[src/rtl/mem_req_ctrl_pkg.sv]
// Shared types and default sizing for the request controller and its FIFO.
package mem_req_ctrl_pkg;

    localparam int DEF_ADDR_WIDTH = 3;
    localparam int DEF_DATA_WIDTH = 8;
    localparam int DEF_FIFO_DEPTH = 4;

    typedef enum logic [1:0] {
        ST_IDLE    = 2'd0,
        ST_CMD     = 2'd1,
        ST_RD_WAIT = 2'd2,
        ST_RESP    = 2'd3
    } state_t;

endpackage

[src/rtl/mem_req_ctrl_if.sv]
// Request, response and memory-side signals of the controller bundled together.
interface mem_req_ctrl_if
    import mem_req_ctrl_pkg::*;
#(
    parameter int ADDR_WIDTH = DEF_ADDR_WIDTH,
    parameter int DATA_WIDTH = DEF_DATA_WIDTH
);

    logic                  req_valid;
    logic                  req_ready;
    logic                  req_we;
    logic [ADDR_WIDTH-1:0] req_addr;
    logic [DATA_WIDTH-1:0] req_wdata;
    logic                  rsp_valid;
    logic                  rsp_ready;
    logic [DATA_WIDTH-1:0] rsp_rdata;
    logic [ADDR_WIDTH-1:0] mem_addr;
    logic                  mem_wr_en;
    logic                  mem_rd_en;
    logic [DATA_WIDTH-1:0] mem_wr_data;
    logic [DATA_WIDTH-1:0] mem_rd_data;

    // The controller side.
    modport slave (
        input  req_valid, req_we, req_addr, req_wdata, rsp_ready, mem_rd_data,
        output req_ready, rsp_valid, rsp_rdata, mem_addr, mem_wr_en, mem_rd_en, mem_wr_data
    );

    // Upstream requester, downstream consumer and memory, seen from outside.
    modport master (
        output req_valid, req_we, req_addr, req_wdata, rsp_ready, mem_rd_data,
        input  req_ready, rsp_valid, rsp_rdata, mem_addr, mem_wr_en, mem_rd_en, mem_wr_data
    );

endinterface

[src/rtl/mem_req_ctrl_req_fifo.sv]
// Synchronous FIFO holding queued commands; head entry is visible combinationally.
module req_fifo #(
    parameter int WIDTH = 12,
    parameter int DEPTH = 4
) (
    input  logic             clk,
    input  logic             rst,
    input  logic             push,
    input  logic [WIDTH-1:0] push_data,
    input  logic             pop,
    output logic [WIDTH-1:0] head_data,
    output logic             full,
    output logic             empty
);

    localparam int PTR_W = $clog2(DEPTH);

    logic [WIDTH-1:0] mem_q [DEPTH];
    logic [PTR_W-1:0] wr_ptr_q, wr_ptr_d;
    logic [PTR_W-1:0] rd_ptr_q, rd_ptr_d;
    logic [PTR_W:0]   count_q, count_d;
    logic             do_push, do_pop;

    // Full/empty come from the registered count only, so a pop never frees a slot the same cycle.
    always_comb begin
        full     = (count_q == (PTR_W+1)'(DEPTH));
        empty    = (count_q == '0);
        do_push  = push && !full;
        do_pop   = pop && !empty;
        wr_ptr_d = wr_ptr_q + PTR_W'(do_push);
        rd_ptr_d = rd_ptr_q + PTR_W'(do_pop);
        count_d  = count_q + (PTR_W+1)'(do_push) - (PTR_W+1)'(do_pop);
    end

    always_ff @(posedge clk or posedge rst) begin
        if (rst) begin
            wr_ptr_q <= '0;
            rd_ptr_q <= '0;
            count_q  <= '0;
        end else begin
            wr_ptr_q <= wr_ptr_d;
            rd_ptr_q <= rd_ptr_d;
            count_q  <= count_d;
        end
    end

    always_ff @(posedge clk) begin
        if (do_push) begin
            mem_q[wr_ptr_q] <= push_data;
        end
    end

    assign head_data = mem_q[rd_ptr_q];

endmodule

[src/rtl/mem_req_ctrl.sv]
// Queues read/write requests and issues them one at a time to a single-port memory,
// returning read data through a valid/ready response channel.
module mem_req_ctrl
    import mem_req_ctrl_pkg::*;
#(
    parameter int ADDR_WIDTH = DEF_ADDR_WIDTH,
    parameter int DATA_WIDTH = DEF_DATA_WIDTH,
    parameter int FIFO_DEPTH = DEF_FIFO_DEPTH
) (
    input  logic           clk,
    input  logic           rst,
    mem_req_ctrl_if.slave  bus
);

    localparam int CMD_W = 1 + ADDR_WIDTH + DATA_WIDTH;

    typedef struct packed {
        logic                  we;
        logic [ADDR_WIDTH-1:0] addr;
        logic [DATA_WIDTH-1:0] wdata;
    } cmd_t;

    state_t                state_q, state_d;
    cmd_t                  cmd_q, cmd_d;
    cmd_t                  push_cmd, head_cmd;
    logic                  rsp_valid_q, rsp_valid_d;
    logic [DATA_WIDTH-1:0] rsp_rdata_q, rsp_rdata_d;
    logic                  fifo_push, fifo_pop, fifo_full, fifo_empty;

    assign push_cmd  = '{we: bus.req_we, addr: bus.req_addr, wdata: bus.req_wdata};
    assign fifo_push = bus.req_valid && !fifo_full;

    req_fifo #(
        .WIDTH (CMD_W),
        .DEPTH (FIFO_DEPTH)
    ) u_req_fifo (
        .clk       (clk),
        .rst       (rst),
        .push      (fifo_push),
        .push_data (push_cmd),
        .pop       (fifo_pop),
        .head_data (head_cmd),
        .full      (fifo_full),
        .empty     (fifo_empty)
    );

    always_ff @(posedge clk or posedge rst) begin
        if (rst) begin
            state_q     <= ST_IDLE;
            cmd_q       <= '0;
            rsp_valid_q <= 1'b0;
            rsp_rdata_q <= '0;
        end else begin
            state_q     <= state_d;
            cmd_q       <= cmd_d;
            rsp_valid_q <= rsp_valid_d;
            rsp_rdata_q <= rsp_rdata_d;
        end
    end

    always_comb begin
        state_d     = state_q;
        cmd_d       = cmd_q;
        rsp_valid_d = rsp_valid_q;
        rsp_rdata_d = rsp_rdata_q;
        fifo_pop    = 1'b0;
        case (state_q)
            ST_IDLE: begin
                if (!fifo_empty) begin
                    fifo_pop = 1'b1;
                    cmd_d    = head_cmd;
                    state_d  = ST_CMD;
                end
            end
            ST_CMD:     state_d = cmd_q.we ? ST_IDLE : ST_RD_WAIT;
            // Memory returns read data one cycle after rd_en, i.e. during this state.
            ST_RD_WAIT: begin
                rsp_rdata_d = bus.mem_rd_data;
                rsp_valid_d = 1'b1;
                state_d     = ST_RESP;
            end
            ST_RESP: begin
                if (bus.rsp_ready) begin
                    rsp_valid_d = 1'b0;
                    state_d     = ST_IDLE;
                end
            end
            default:    state_d = ST_IDLE;
        endcase
    end

    always_comb begin
        bus.req_ready   = !fifo_full;
        bus.mem_addr    = cmd_q.addr;
        bus.mem_wr_data = cmd_q.wdata;
        bus.mem_wr_en   = (state_q == ST_CMD) && cmd_q.we;
        bus.mem_rd_en   = (state_q == ST_CMD) && !cmd_q.we;
        bus.rsp_valid   = rsp_valid_q;
        bus.rsp_rdata   = rsp_rdata_q;
    end

endmodule

[src/flat_wrapper.sv]
// flat-port wrapper written by rule: the top's interface ports become plain ports
module mem_req_ctrl_flat import mem_req_ctrl_pkg::*;
#(
    parameter int ADDR_WIDTH = DEF_ADDR_WIDTH,
    parameter int DATA_WIDTH = DEF_DATA_WIDTH,
    parameter int FIFO_DEPTH = DEF_FIFO_DEPTH
)
  (clk, rst, bus_req_valid, bus_req_we, bus_req_addr, bus_req_wdata, bus_rsp_ready, bus_mem_rd_data, bus_req_ready, bus_rsp_valid, bus_rsp_rdata, bus_mem_addr, bus_mem_wr_en, bus_mem_rd_en, bus_mem_wr_data);
  mem_req_ctrl_if #(.ADDR_WIDTH(ADDR_WIDTH), .DATA_WIDTH(DATA_WIDTH)) bus_i ();
  input  logic clk;
  input  logic rst;
  input wire logic [$bits(bus_i.req_valid)-1:0] bus_req_valid;
  input wire logic [$bits(bus_i.req_we)-1:0] bus_req_we;
  input wire logic [$bits(bus_i.req_addr)-1:0] bus_req_addr;
  input wire logic [$bits(bus_i.req_wdata)-1:0] bus_req_wdata;
  input wire logic [$bits(bus_i.rsp_ready)-1:0] bus_rsp_ready;
  input wire logic [$bits(bus_i.mem_rd_data)-1:0] bus_mem_rd_data;
  output wire logic [$bits(bus_i.req_ready)-1:0] bus_req_ready;
  output wire logic [$bits(bus_i.rsp_valid)-1:0] bus_rsp_valid;
  output wire logic [$bits(bus_i.rsp_rdata)-1:0] bus_rsp_rdata;
  output wire logic [$bits(bus_i.mem_addr)-1:0] bus_mem_addr;
  output wire logic [$bits(bus_i.mem_wr_en)-1:0] bus_mem_wr_en;
  output wire logic [$bits(bus_i.mem_rd_en)-1:0] bus_mem_rd_en;
  output wire logic [$bits(bus_i.mem_wr_data)-1:0] bus_mem_wr_data;
  assign bus_i.req_valid = bus_req_valid;
  assign bus_i.req_we = bus_req_we;
  assign bus_i.req_addr = bus_req_addr;
  assign bus_i.req_wdata = bus_req_wdata;
  assign bus_i.rsp_ready = bus_rsp_ready;
  assign bus_i.mem_rd_data = bus_mem_rd_data;
  assign bus_req_ready = bus_i.req_ready;
  assign bus_rsp_valid = bus_i.rsp_valid;
  assign bus_rsp_rdata = bus_i.rsp_rdata;
  assign bus_mem_addr = bus_i.mem_addr;
  assign bus_mem_wr_en = bus_i.mem_wr_en;
  assign bus_mem_rd_en = bus_i.mem_rd_en;
  assign bus_mem_wr_data = bus_i.mem_wr_data;
  mem_req_ctrl #(.ADDR_WIDTH(ADDR_WIDTH), .DATA_WIDTH(DATA_WIDTH), .FIFO_DEPTH(FIFO_DEPTH)) u_core (.clk(clk), .rst(rst), .bus(bus_i));
endmodule
[config.mk]
export PLATFORM = sky130hd
export DESIGN_NAME = mem_req_ctrl_flat
export DESIGN_NICKNAME = d
export VERILOG_FILES = /design/src/rtl/mem_req_ctrl_pkg.sv /design/src/rtl/mem_req_ctrl_if.sv /design/src/rtl/mem_req_ctrl_req_fifo.sv /design/src/rtl/mem_req_ctrl.sv /design/src/flat_wrapper.sv
export SDC_FILE = /design/constraint.sdc
export NUM_CORES = 1
export LEC_CHECK = 0
export ABC_CLOCK_PERIOD_IN_PS = 2600
export CELL_PAD_IN_SITES_DETAIL_PLACEMENT = 1
export CELL_PAD_IN_SITES_GLOBAL_PLACEMENT = 1
export CORE_MARGIN = 8
export CORE_UTILIZATION = 48
export CTS_CLUSTER_SIZE = 16
export DETAILED_ROUTE_END_ITERATION = 16
export DONT_BUFFER_PORTS = 1
export HOLD_SLACK_MARGIN = 0.08
export PLACE_DENSITY_LB_ADDON = 0.1
export SKIP_LAST_GASP = 1
export SLEW_MARGIN = 20
export SYNTH_ARGS = -nofsm -noshare
export SYNTH_HDL_FRONTEND = slang
export SYNTH_HIERARCHICAL = 1
export SYNTH_SLANG_ARGS = --single-unit
[constraint.sdc]
create_clock -name clk -period 2.6 [get_ports clk]
set_clock_uncertainty 0.15 [all_clocks]
set_input_delay 0.13 -clock clk [delete_from_list [all_inputs] [get_ports clk]]
set_output_delay 0.13 -clock clk [all_outputs]
set_load 0.03 [all_outputs]
# Word level (Yosys, flattened, before mapping)

Memory sizes are Yosys's and may differ from the RTL's. A register that Yosys moved wholly into a read port is not among the register bits.
Cells that the tools add are included.

Add/subtract/negate cells: 4
Equal/unequal tests: 6
Multiplexer cells: 10
Bitwise gates (word level): 1
Reduce and logical (&&, ||, !) cells: 14

Operators by type and width:

| kind                                                                  | number |
|---|---|
| 2-bit one-hot mux with 4 select lines                                 | 1 |
| 2-bit 2-to-1 mux                                                      | 3 |
| 2-bit AND reduction                                                   | 3 |
| 1-bit logical AND                                                     | 5 |
| 1-bit 2-to-1 mux                                                      | 5 |
| 2-bit by 1-bit adder with 2-bit output                                | 2 |
| 2-bit equality test, second input constant                            | 2 |
| 2-bit != test, second input constant                                  | 2 |
| 3-bit by 1-bit adder with 3-bit output                                | 1 |
| 3-bit equality test, second input constant                            | 1 |
| 1-bit logical NOT                                                     | 3 |
| 3-bit logical NOT                                                     | 1 |
| 3-bit by 1-bit subtractor with 3-bit output                           | 1 |
| 2-bit by 1-bit equality test with 1-bit output, second input constant | 1 |
| 2-bit logical NOT                                                     | 1 |
| 1-bit one-hot mux with 2 select lines                                 | 1 |
| 2-bit nonzero test                                                    | 1 |
| 1-bit inverter                                                        | 1 |

Bits in registers: 18
Bits in writable memories: 48
Input port bits: 24
Output and inout port bits: 23
Word-level logic and storage cells: 42
Memories kept: 1

Memory list:

| name                    | words | width | read ports | clocked after Yosys merged registers in | write ports | line                        | text |
|---|---|---|---|---|---|---|---|
| u_core.u_req_fifo.mem_q | 4     | 12    | 1          | 1                                       | 1           | mem_req_ctrl_req_fifo.sv:18 | `logic [WIDTH-1:0] mem_q [DEPTH];` |

# Depth between registers and ports, before layout

Gate-level depths: netlist of the first run.

Depth in word-level cells: 6
Mapped depth: 9
Depth with buffers taken out: 8

# By module

The synthesis of the first run kept the hierarchy.

Modules (own cells, without submodules):

| module       | times used | cells each | area each (um^2) | seq. area each (um^2) |
|---|---|---|---|---|
| req_fifo     | 1          | 95         | 2162.1           | 1616.6 |
| mem_req_ctrl | 1          | 69         | 991.0            | 575.6 |

# Worst setup path after synthesis of the first run

No wires, ideal clock.

Kind: flip-flop to flip-flop
Start point: register u_core.u_req_fifo.count_q[2]
End point: memory u_core.u_req_fifo.mem_q[0][0], enable pin
Setup time: 417 ps
Arrival time: 2266 ps
Required time: 2033 ps
Setup slack: -233 ps
Cell stages (with the launch flop): 4
Path buffers: 0
Clock period less this slack: 2833 ps
Cell sequence: dfrtp_1 > nor3b_4 > nor2b_1 > nor4b_1

Cells in the longest elaborated chain, start to end: 6

RTL lines:

| what                                   | line                        | text |
|---|---|---|
| start: declaration                     | mem_req_ctrl_req_fifo.sv:21 | `logic [PTR_W:0] count_q, count_d;` |
| start signal: assignment               | mem_req_ctrl_req_fifo.sv:43 | `count_q <= count_d;` |
| 3-bit equality test                    | mem_req_ctrl_req_fifo.sv:26 | `full = (count_q == (PTR_W+1)'(DEPTH));` |
| net u_core.fifo_full                   | mem_req_ctrl.sv:28          | `logic fifo_push, fifo_pop, fifo_full, fifo_empty;` |
| 1-bit logical NOT                      | mem_req_ctrl.sv:31          | `assign fifo_push = bus.req_valid && !fifo_full;` |
| 1-bit logical AND                      | mem_req_ctrl.sv:31          |  |
| net u_core.fifo_push                   | mem_req_ctrl.sv:28          |  |
| 1-bit logical AND                      | mem_req_ctrl_req_fifo.sv:28 | `do_push = push && !full;` |
| 1-bit 2-to-1 mux                       | mem_req_ctrl_req_fifo.sv:48 | `if (do_push) begin` |
| 1-bit 2-to-1 mux (not written as such) | mem_req_ctrl_req_fifo.sv:49 | `mem_q[wr_ptr_q] <= push_data;` |
| end: declaration                       | mem_req_ctrl_req_fifo.sv:18 |  |

The timed path passes the listed nets, and every way through them passes these cells.

# Worst setup path after layout of the first run

Start point: register u_core.u_req_fifo.count_q[1]
End point: register u_core.u_req_fifo.count_q[1]

Elaborated cells on any way between the ends: 11
Those cells by class: add/sub: 2; eq/ne: 1; mux: 2; reduce/logical: 6

RTL lines:

| what                                          | line                        | text |
|---|---|---|
| 3-bit logical NOT *                           | mem_req_ctrl_req_fifo.sv:27 | `empty = (count_q == '0);` |
| net u_core.fifo_empty                         | mem_req_ctrl.sv:28          |  |
| 1-bit 2-to-1 mux                              | mem_req_ctrl.sv:69          | `if (!fifo_empty) begin` |
| 1-bit 2-to-1 mux                              | mem_req_ctrl.sv:67          | `case (state_q)` |
| 1-bit logical AND *                           | mem_req_ctrl_req_fifo.sv:29 | `do_pop = pop && !empty;` |
| 3-bit by 1-bit subtractor with 3-bit output * | mem_req_ctrl_req_fifo.sv:32 | `count_d = count_q + (PTR_W+1)'(do_push) - (PTR_W+1)'(do_pop);` |
| net u_core.u_req_fifo.count_d[1]              | mem_req_ctrl_req_fifo.sv:21 |  |

The timed path passes the listed nets; every way through them passes the cells marked *.
A chain may end at the register's enable or synchronous reset.

==> results of run 1 <==
[worst max-delay path: stages, from the launching register on]
cell and delay (ns):
dfrtp_1 0.48, nor3_1 0.47, nor3_4 0.09, buf_4 0.18
a221oi_1 0.31, ha_1 0.24, fa_1 0.42
[cell families (layout without fill, tap and decap cells)]
group / after synthesis / in the layout / synth area share (%)
DFF: 78 / 78 / 69.5
buffers and inverters: 20 / 54 / 4.84
xor gates and xnor gates: 5 / 5 / 1.39
adders and majority gates: 3 / 3 / 1.43
AOI/OAI and AO/OA: 7 / 7 / 1.79
muxes: 33 / 33 / 16.5
and+or+nand+nor: 18 / 18 / 4.52
[layout by cell type (no fill, tap or decap), drive strengths merged]
cell / n
a21o: 2
a221oi: 1
and3b: 1
and4b: 1
buf: 11
bufinv: 3
clkbuf: 10
clkinvlp: 1
dfrtp: 30
dlygate4sd3: 23
edfxtp: 48
fa: 1
ha: 2
inv: 6
mux2: 20
mux2i: 1
mux4: 12
nand2: 2
nor2: 3
nor2b: 3
nor3: 2
nor3b: 2
nor4b: 1
nor4bb: 2
o21a: 2
o311ai: 1
o31ai: 1
or3b: 1
xnor2: 4
xor2: 1
[area by class of cell]
cell class                 count  area, um^2
fill                         549        2650
sequential                    78        2190
multi-input combinational     66         827
timing repair buffer          34         313
clock buffer                  10         138
clock inverter                 6         115
tap                           77        96.3
inverter                       4        15.0
[state kept, by name, summed over array words and instances (netlist names), named ones only]
signal	cells
u_core/bus.rsp_valid	1
u_core/cmd_q	1
u_core/u_req_fifo/mem_q	48
u_core/u_req_fifo/rd_ptr_q	2
u_core/u_req_fifo/wr_ptr_q	2
u_core/bus.rsp_rdata	8
u_core/bus.mem_addr	3
u_core/bus.mem_wr_data	8
u_core/u_req_fifo/count_q	3
u_core/state_q	1
[stage by stage]
step                      power [mW]  cell area, um^2  utilization (%)  worst slack (ns)
after floorplan                 3.50             3170                -             0.219
after global placement          3.62             3210             50.6             0.377
after detailed placement        3.72             3210             50.6             0.192
after CTS                       4.87             3700             58.2             0.145
after global routing            5.05             3700             58.2            0.0294
final                           4.80             3700             58.2             0.132
[final timing paths]
kind / depth (start not counted) / slack [ns] / from / end
setup / recovery: 6 / 0.13 / u_core/u_req_fifo/count_q[1] / u_core/u_req_fifo/count_q[1]
hold / removal: 2 / 0.32 / rst / u_core/state_q[0]
setup reg to reg: 6 / 0.13 / u_core/u_req_fifo/count_q[1] / u_core/u_req_fifo/count_q[1]
hold reg to reg: 1 / 0.39 / u_core/cmd_q[11] / u_core/cmd_q[11]
max in group asynchronous: 2 / 1.41 / rst / u_core/bus.mem_wr_data[0]
min in group clk: 2 / 0.32 / bus_mem_rd_data[0] / u_core/bus.rsp_rdata[0]
[timing repair]
item                                   in CTS  in global routing
endpoints found under the hold margin      89                  0
gates resized for setup                     0                  0
hold buffers                               23                  0
setup buffers                               0                  0
[power groups by stage]
| stage | clock network [mW] | logic, mW | registers, mW |
|---|---|---|---|
| 6_report | 1.11 | 1.31 | 2.38 |
| 3_5_place_dp | 0 | 1.29 | 2.42 |
| 2_1_floorplan | 0 | 1.40 | 2.10 |
| 3_3_place_gp | 0 | 1.22 | 2.39 |
| 4_1_cts | 1.13 | 1.33 | 2.40 |
| 5_1_grt | 1.18 | 1.43 | 2.45 |
[metal layers]
metal / up-vias / wire length (um)
met5: - / 0
li1: 677 / -
met4: 0 / 136
met2: 50 / 3090
met3: 11 / 404
met1: 807 / 2240
==> out/metrics.cfg, run 1 <==
[run_status]
status=finished clean

[floorplanning]
rows=29
die-area_um2=9420
core_um2=6350
die_height_um=97.1
start_util_pct=49.7
dieWidth_um=97.1
ios=47

[sta]
worstMarginPinSlew_ns=0.935
hold_viol=0
max_freq_mhz=405
rsz0062_at_grt=no
setup-tns-final_ns=0
timing.slew.headroom_pct=37.6
period_minus_slack_ns=2.47
report.final.slew_viol_count=0
finalCritPeriodShare_pct=94.9
fin_hold_ws_ns=0.319
setup_viol=0

[placed_design]
dp_hpwl_mm=3.75
port_buffers=0
place.gp.congestion=0.755
dpl.cell_count=236

[synthesis]
synth_top_flop_cell=edfxtp_1
synth_common_cells=edfxtp_1 (48), dfrtp_1 (30), mux2_2 (20), buf_4 (12), mux4_2 (8)
synth-seq-area-share_pct=69.5
synth_top_area_share_pct=45.7
yosys-top-cells-area=edfxtp_1 (46%), dfrtp_1 (24%), mux2_2 (7.1%)
synth_warnings=6
syn_inst=164
synthArstFlopShare_pct=38.5
yosysTopAreaCell=edfxtp_1
synth_cell_types=33
synth_edf_count=48
synth_area_um2=3150
synth.most_common_cell=edfxtp_1
ys_ff_latch=78
synth_fp_nets=191
synth.avg_cell_area_um2=19.2

[global_routing]
grt_max_degree=24
grt_util_met1_pct=13.7
grt_pass1_vias=1663
grt_usage_pct=13.3
met2_usage_pct=22.8
grt_overflow=0
top_usage_layer=met2
grt_pass1_wl_mm=9.34
use_met3_pct=4.55
antenna_found_initial=0

[finish]
final_cells=275
area_growth_pct=17.2
diodes=0
nets=220
drive_gt1_share_pct=31.3

[clock_tree]
htree_levels=3
clock-sinks=78
cts_buffers=9
clkLatencyLatePin_ns=0.34
cts_root_buf=clkbuf_8
clk_pin_slew_ns=0.08
cts_tree=built
cts_buffer_depth=2

[critical_path]
worstPathArrival_ns=2.53
critPathRequiredTime_ns=2.67
path_class=register to register
cp-end-kind=register
critical_path.max_fanout=7
crit_path_start_kind=register

[power]
switching_share_pct=34.5
internal-power_mw=3.14
p_leak_nw=1.37
clock_power_share_pct=23.0
netSwitchingPower_mw=1.66
power_frac_comb_pct=27.3
ir_worst_vdd_mv=0.643
p_per_area_nw_per_um2=1300
seq_power_share_pct=49.7

[route]
drcViolationCount=0
drt-initial-drc-count=50
avgRoutedWirePerCell_um=21.3
totalWireLength_mm=5.87
drtAntennaViolNets=0
num_vias=1545
firstDrtPassIters=4
vias_per_cell=5.62

[job]
maxCapViolCount=0

[min_path]
min_path_type=input port to asynchronous set/reset pin

Power figures use the tool's default switching activity.
==> run 2, diff against run 1 <==
- PLACE_DENSITY: not set -> 0.73
- PLACE_DENSITY_LB_ADDON: 0.1 -> not set
- SLEW_MARGIN: 20 -> 10
- SYNTH_HIERARCHICAL: 1 -> not set
==> out/metrics.cfg, run 2 <==
[run_status]
status=finished clean  ; unchanged

[finish]
final_cells=263  ; was 275
nets=208  ; was 220
drive_gt1_share_pct=29.0  ; was 31.3%
top_register=u_core.u_req_fifo.mem_q  ; was u_core/u_req_fifo/mem_q
final_common_cell=edfxtp_1  ; unchanged
most-common-layout-cells=edfxtp_1 (48), dfrtp_1 (30), dlygate4sd3_1 (23)  ; unchanged
area_growth_pct=14.0  ; was 17.2%
largest_reg_flops=48  ; unchanged
diodes=0  ; unchanged

[floorplanning]
ios=47  ; unchanged
core_um2=6310  ; was 6350 um^2
dieWidth_um=96.5  ; was 97.1 um
die-area_um2=9310  ; was 9420 um^2
start_util_pct=49.3  ; was 49.7%
die_height_um=96.5  ; was 97.1 um
rows=29  ; unchanged

[clock_tree]
cts_tree=built  ; unchanged
htree_levels=3  ; unchanged
clk_pin_slew_ns=0.08  ; about the same
clkLatencyLatePin_ns=0.34  ; about the same
cts_root_buf=clkbuf_8  ; unchanged
cts_setup_buffers=0  ; unchanged
clock-sinks=78  ; unchanged
cts_buffer_depth=2  ; unchanged
cts_buffers=9  ; unchanged

[synthesis]
synth_top_flop_cell=edfxtp_1  ; unchanged
synth_area_um2=3110  ; was 3150 um^2
ys_ff_latch=78  ; unchanged
synth.avg_cell_area_um2=19.7  ; was 19.2 um^2
synth_fp_nets=185  ; was 191
synth-seq-area-share_pct=70.5  ; was 69.5%
synth_common_cells=edfxtp_1 (48), dfrtp_1 (30), mux2_2 (13), buf_4 (11), mux4_2 (8)  ; was edfxtp_1 (48), dfrtp_1 (30), mux2_2 (20), buf_4 (12), mux4_2 (8)
synthArstFlopShare_pct=38.5  ; unchanged
synth_warnings=0  ; was 6
yosysTopAreaCell=edfxtp_1  ; unchanged
yosys-top-cells-area=edfxtp_1 (46%), dfrtp_1 (24%), mux4_2 (5.8%)  ; was edfxtp_1 (46%), dfrtp_1 (24%), mux2_2 (7.1%)
synth_edf_count=48  ; unchanged
synth_top_area_share_pct=46.3  ; was 45.7%
synth.most_common_cell=edfxtp_1  ; unchanged
syn_inst=158  ; was 164
synth_cell_types=30  ; was 33

[critical_path]
crit_path_max_incr_delay_ns=0.42  ; was 0.48 ns
critPathRequiredTime_ns=2.72  ; was 2.67 ns
worstPathArrival_ns=2.50  ; was 2.53 ns
r2r_slack_ns=0.22  ; was 0.13 ns
critical_path.cell_chain=or3b_1 -> nand2_2 -> inv_2 -> xnor2_1 -> ha_1 -> fa_1 -> xnor2_1 -> xnor2_1  ; was nor3_1 -> nor3_4 -> buf_4 -> a221oi_1 -> ha_1 -> fa_1
crit_slowest_cell=or3b_1  ; was dfrtp_1
cp-end-kind=register  ; unchanged
critical_path.max_fanout=5  ; was 7
cp_num_buf_inv=1  ; unchanged
path_delay_family=adder cells  ; unchanged
path_class=register to register  ; unchanged
crit_path_start_kind=register  ; unchanged
cpMostUsedCell=xnor2_1

[power]
p_leak_nw=1.33  ; was 1.37 nW
p_per_area_nw_per_um2=1250  ; was 1300 nW/um^2
ir_worst_vdd_mv=0.611  ; was 0.643 mV

[route]
vias_per_cell=5.40  ; was 5.62
drt-initial-drc-count=28  ; was 50
firstDrtPassIters=4  ; unchanged
num_vias=1421  ; was 1545
avgRoutedWirePerCell_um=20.4  ; was 21.3 um
drtAntennaViolNets=0  ; unchanged
totalWireLength_mm=5.37  ; was 5.87 mm
drcViolationCount=0  ; unchanged

[sta]
finalCritPeriodShare_pct=91.6  ; was 94.9%
setup-tns-final_ns=0  ; unchanged
timing.slew.headroom_pct=27.0  ; was 37.6%
setup_ws_ns=0.217  ; was 0.132 ns
hold_viol=0  ; unchanged
rsz0062_at_grt=no  ; unchanged
report.final.slew_viol_count=0  ; unchanged
worstMarginPinSlew_ns=1.09  ; was 0.935 ns
period_minus_slack_ns=2.38  ; was 2.47 ns
max_freq_mhz=420  ; was 405 MHz
setup_viol=0  ; unchanged

[global_routing]
grt_max_degree=31  ; was 24
grt_pass1_vias=1659  ; was 1663
antenna_found_initial=0  ; unchanged
grt_pass1_wl_mm=8.47  ; was 9.34 mm
grt_overflow=0  ; unchanged
grt_usage_pct=12.8  ; was 13.3%

[placed_design]
dp_hpwl_mm=3.65  ; was 3.75 mm
dpl.cell_count=224  ; was 236
place_ws_ns=0.146  ; was 0.192 ns
place.gp.congestion=0.650  ; was 0.755
port_buffers=0  ; unchanged

[job]
maxCapViolCount=0  ; unchanged

[min_path]
min_path_type=input port to asynchronous set/reset pin  ; unchanged

run 2: cell count changes in the layout (fill, tap and decap cells not counted), sizes merged, moves of 3 or more:
| cell | change |
|---|---|
| buf | -6 |
| clkinv | +3 |
| inv | -3 |
| nor2b | -3 |
run 2: through the flow:
| stage | hold slack, ns | cell area (um^2) | power, mW | utilization (%) |
|---|---|---|---|---|
| detailed placement | 0.0791 | 3110 | 3.59 | 49.3 |
| global route | 0.290 | 3540 | 4.68 | 56.1 |
| finish | 0.231 | 3540 | 4.44 | 56.1 |
| floorplan | 0.0708 | 3110 | 3.44 | - |
| CTS | 0.299 | 3540 | 4.50 | 56.0 |
| global placement | 0.0791 | 3110 | 3.49 | 49.3 |
run 2: worst reg2reg max path, stage by stage (launching register included):
cell	delay (ns)
dfrtp_1	0.41
or3b_1	0.42
nand2_2	0.17
inv_2	0.07
xnor2_1	0.12
ha_1	0.20
fa_1	0.41
xnor2_1	0.21
xnor2_1	0.14
run 2: final timing paths:
check	to	cells after the start	from
min reg2reg	u_core.cmd_q[11]	1	u_core.cmd_q[11]
min	u_core.bus.rsp_rdata[1]	2	rst
max	u_core.u_req_fifo.count_q[2]	8	u_core.u_req_fifo.count_q[0]
max reg2reg	u_core.u_req_fifo.count_q[2]	8	u_core.u_req_fifo.count_q[0]
max in group asynchronous	u_core.bus.mem_wr_data[3]	2	rst
min in group clk	u_core.bus.rsp_rdata[2]	2	bus_mem_rd_data[2]
run 2: area by class of cell:
class	count	area (um^2)
fillers	543	2770
flip-flops and latches	78	2190
multi-input cells	60	781
repair buffers	28	268
clock buffers	12	145
well taps	77	96.3
clock inverters	4	47.5
inverters	4	15.0
run 2: power breakdown:
part	leakage [nW]	total, mW	internal [mW]	switching, mW
Sequential	0.791	2.36	1.74	0.623
Clock	0.0964	0.872	0.467	0.405
Combinational	0.443	1.20	0.688	0.515
run 2: logic make-up (layout without fill, tap and decap cells):
family	after synthesis	in the layout	share of synthesized area [%]
multiplexers	32	32	17.3
adder cells (fa/ha/maj)	3	3	1.45
AO/OA/AOI/OAI	4	4	0.885
AND/OR/NAND/NOR	15	15	3.10
flip-flops	78	78	70.5
buffers and inverters	20	48	5.15
XOR/XNOR	6	6	1.69
run 2: metal layers:
| layer | part of all wire [%] | vias up | GRT usage [%] |
|---|---|---|---|
| met5 | 0 | - | 0 |
| met4 | 2.0 | 0 | 7.57 |
| met3 | 6.4 | 10 | 3.86 |
| met2 | 52 | 41 | 21.9 |
| met1 | 40 | 729 | 13.7 |
| li1 | - | 641 | - |
run 2: what timing repair did:
| item | in CTS | in global routing |
|---|---|---|
| hold endpoints to repair | 90 | 0 |
| hold buffers | 23 | 0 |
| endpoints found under the setup margin | 0 | 1 |
| resized for setup | 0 | 2 |
==> run 3, diff against run 2 <==
- ABC_AREA: not set -> 1
- CORE_MARGIN: 8 -> 2
- CORE_UTILIZATION: 48 -> 44
- PLACE_DENSITY: 0.73 -> 0.74
==> out/metrics.cfg, run 3 <==
[run_status]
status=finished clean  ; unchanged

[critical_path]
crit_path_start_kind=register  ; unchanged
critPathRequiredTime_ns=2.68  ; was 2.72 ns
r2r_slack_ns=0.42  ; was 0.22 ns
worstPathArrival_ns=2.27  ; was 2.50 ns
cp-end-kind=register  ; unchanged
critical_path.max_fanout=15  ; was 5
path_class=register to register  ; unchanged

[clock_tree]
htree_levels=3  ; unchanged
cts_tree=built  ; unchanged
cts-resized-gates=0  ; unchanged
cts_setup_buffers=0  ; unchanged
cts_buffers=9  ; unchanged
cts_root_buf=clkbuf_8  ; unchanged
clk_pin_slew_ns=0.08  ; about the same
clock-sinks=78  ; unchanged
cts_buffer_depth=2  ; unchanged
clkLatencyLatePin_ns=0.36  ; was 0.34 ns
postCtsHoldBufs=23  ; unchanged

[floorplanning]
core_um2=7610  ; was 6310 um^2
rows=32  ; was 29
ios=47  ; unchanged
start_util_pct=44.6  ; was 49.3%
die_height_um=91.8  ; was 96.5 um
die-area_um2=8430  ; was 9310 um^2
dieWidth_um=91.8  ; was 96.5 um

[sta]
setup-tns-final_ns=0  ; unchanged
timing.slew.headroom_pct=43.1  ; was 27.0%
hold_viol=0  ; unchanged
finalCritPeriodShare_pct=83.9  ; was 91.6%
worstMarginPinSlew_ns=0.853  ; was 1.09 ns
period_minus_slack_ns=2.18  ; was 2.38 ns
max_freq_mhz=458  ; was 420 MHz
setup_viol=0  ; unchanged
report.final.slew_viol_count=0  ; unchanged
rsz0062_at_grt=no  ; unchanged

[route]
drt-initial-drc-count=106  ; was 28
num_vias=2229  ; was 1421
vias_per_cell=4.74  ; was 5.40
drtAntennaViolNets=0  ; unchanged
totalWireLength_mm=7.18  ; was 5.37 mm
drcViolationCount=0  ; unchanged
avgRoutedWirePerCell_um=15.3  ; was 20.4 um
firstDrtPassIters=4  ; unchanged

[finish]
num-fill-cells=859  ; was 543
diodes=0  ; unchanged
largest_reg_flops=48  ; unchanged
fin_area_um2=3860  ; was 3540 um^2
area_growth_pct=13.9  ; was 14.0%
drive_gt1_share_pct=7.61  ; was 29.0%
nets=390  ; was 208
most-common-layout-cells=nand2_1 (126), inv_1 (59), edfxtp_1 (48)  ; was edfxtp_1 (48), dfrtp_1 (30), dlygate4sd3_1 (23)
top_register=u_core.u_req_fifo.mem_q  ; unchanged
final_common_cell=nand2_1  ; was edfxtp_1

[power]
internal-power_mw=2.73  ; was 2.89 mW
power_frac_comb_pct=30.9  ; was 27.1%
netSwitchingPower_mw=1.97  ; was 1.54 mW
p_per_area_nw_per_um2=1220  ; was 1250 nW/um^2
switching_share_pct=41.9  ; was 34.8%
p_leak_nw=1.86  ; was 1.33 nW
clock_power_share_pct=20.3  ; was 19.7%
ir_worst_vdd_mv=0.394  ; was 0.611 mV
seq_power_share_pct=48.8  ; was 53.2%

[synthesis]
yosys-top-cells-area=edfxtp_1 (42%), dfrtp_1 (22%), nand2_1 (14%)  ; was edfxtp_1 (46%), dfrtp_1 (24%), mux4_2 (5.8%)
synth_area_um2=3390  ; was 3110 um^2
synth_common_cells=nand2_1 (126), inv_1 (59), edfxtp_1 (48), nand3_1 (34), dfrtp_1 (30)  ; was edfxtp_1 (48), dfrtp_1 (30), mux2_2 (13), buf_4 (11), mux4_2 (8)
synth.most_common_cell=nand2_1  ; was edfxtp_1
synth.avg_cell_area_um2=9.95  ; was 19.7 um^2
syn_inst=341  ; was 158
yosysTopAreaCell=edfxtp_1  ; unchanged
synth_fp_nets=368  ; was 185
synth_warnings=0  ; unchanged
synth-seq-area-share_pct=64.6  ; was 70.5%
synthArstFlopShare_pct=38.5  ; unchanged
synth_top_flop_cell=edfxtp_1  ; unchanged
ys_ff_latch=78  ; unchanged
synth_top_area_share_pct=42.5  ; was 46.3%
synth_cell_types=22  ; was 30
synth_edf_count=48  ; unchanged

[global_routing]
grt_max_degree=26  ; was 31
grt_overflow=0  ; unchanged
grt_pass1_vias=2352  ; was 1659
grt_usage_pct=19.0  ; was 12.8%
grt_pass1_wl_mm=12.0  ; was 8.47 mm
antenna_found_initial=0  ; unchanged

[placed_design]
dp_hpwl_mm=4.63  ; was 3.65 mm
port_buffers=0  ; unchanged
place.gp.congestion=0.756  ; was 0.650
placed_cell_area_um2=3430  ; was 3110 um^2

[min_path]
min_path_type=input port to asynchronous set/reset pin  ; unchanged

[job]
maxCapViolCount=0  ; unchanged

## run 3: through the flow
stage / power (mW) / setup slack, ns / hold slack [ns] / cells / util, %
after global placement: 3.68 / 0.498 / 0.0711 / 431 / 45.1
final: 4.70 / 0.417 / 0.239 / 470 / 50.8
after CTS: 4.78 / 0.401 / 0.243 / 470 / 50.8
after floorplan: 3.49 / 0.324 / 0.0708 / 341 / -
after detailed placement: 3.77 / 0.417 / 0.0790 / 431 / 45.1
after global routing: 5.06 / 0.273 / 0.287 / 470 / 50.8
## run 3: cell families (layout without fill, tap and decap cells)
group	count (synthesis)	after routing	synth area share [%]
AND/OR/NAND/NOR	172	172	21.1
AO/OA/AOI/OAI	1	1	0.147
XOR/XNOR	4	4	1.03
flip-flops	78	78	64.6
adder cells (fa/ha/maj)	3	3	1.33
buffers and inverters	83	110	11.7
## run 3: routing by layer
metal / part of all wire (%) / up-vias / routed length [um] / track usage [%]
li1: - / 1093 / - / -
met1: 42 / 1073 / 2980 / 22.0
met2: 52 / 51 / 3710 / 33.0
met3: 4.7 / 12 / 335 / 5.51
met4: 2.0 / 0 / 147 / 7.59
met5: 0 / - / 0 / 0
## run 3: path summary, 6_finish.rpt
check	from	to	cells after the start
min reg2reg	u_core.cmd_q[11]	u_core.cmd_q[11]	2
min	rst	u_core.bus.rsp_rdata[2]	2
max reg2reg	u_core.u_req_fifo.count_q[0]	u_core.u_req_fifo.count_q[2]	9
max in group asynchronous	rst	u_core.bus.mem_wr_data[0]	3
max	u_core.u_req_fifo.count_q[0]	u_core.u_req_fifo.count_q[2]	9
min in group clk	bus_mem_rd_data[2]	u_core.bus.rsp_rdata[2]	3
## run 3: cell type report
cell class                      instances  area, um^2  share of cell area [%]
Sequential cell                        78        2190                    56.8
Multi-Input combinational cell        180         802                    20.8
Timing Repair Buffer                   33         305                    7.90
Inverter                               61         231                    5.99
Clock buffer                           10         128                    3.30
Tap cell                              102         128                    3.30
Clock inverter                          6        76.3                    1.98
## run 3: power groups by stage
| stage | Clock (mW) | Sequential [mW] | Combinational, mW |
|---|---|---|---|
| floorplan | 0 | 2.05 | 1.44 |
| global route | 1.03 | 2.34 | 1.69 |
| detailed placement | 0 | 2.32 | 1.45 |
| CTS | 0.988 | 2.30 | 1.49 |
| finish | 0.956 | 2.29 | 1.45 |
| global placement | 0 | 2.31 | 1.37 |
## run 3: critical path: stages (launching register included)
cell and delay, ns:
dfrtp_1 0.41, nor2_2 0.14, nand2_2 0.11, nand2_4 0.17, inv_2 0.14, nand2_1 0.13, nand2_1 0.07, ha_1 0.19
fa_1 0.38, xor2_1 0.17
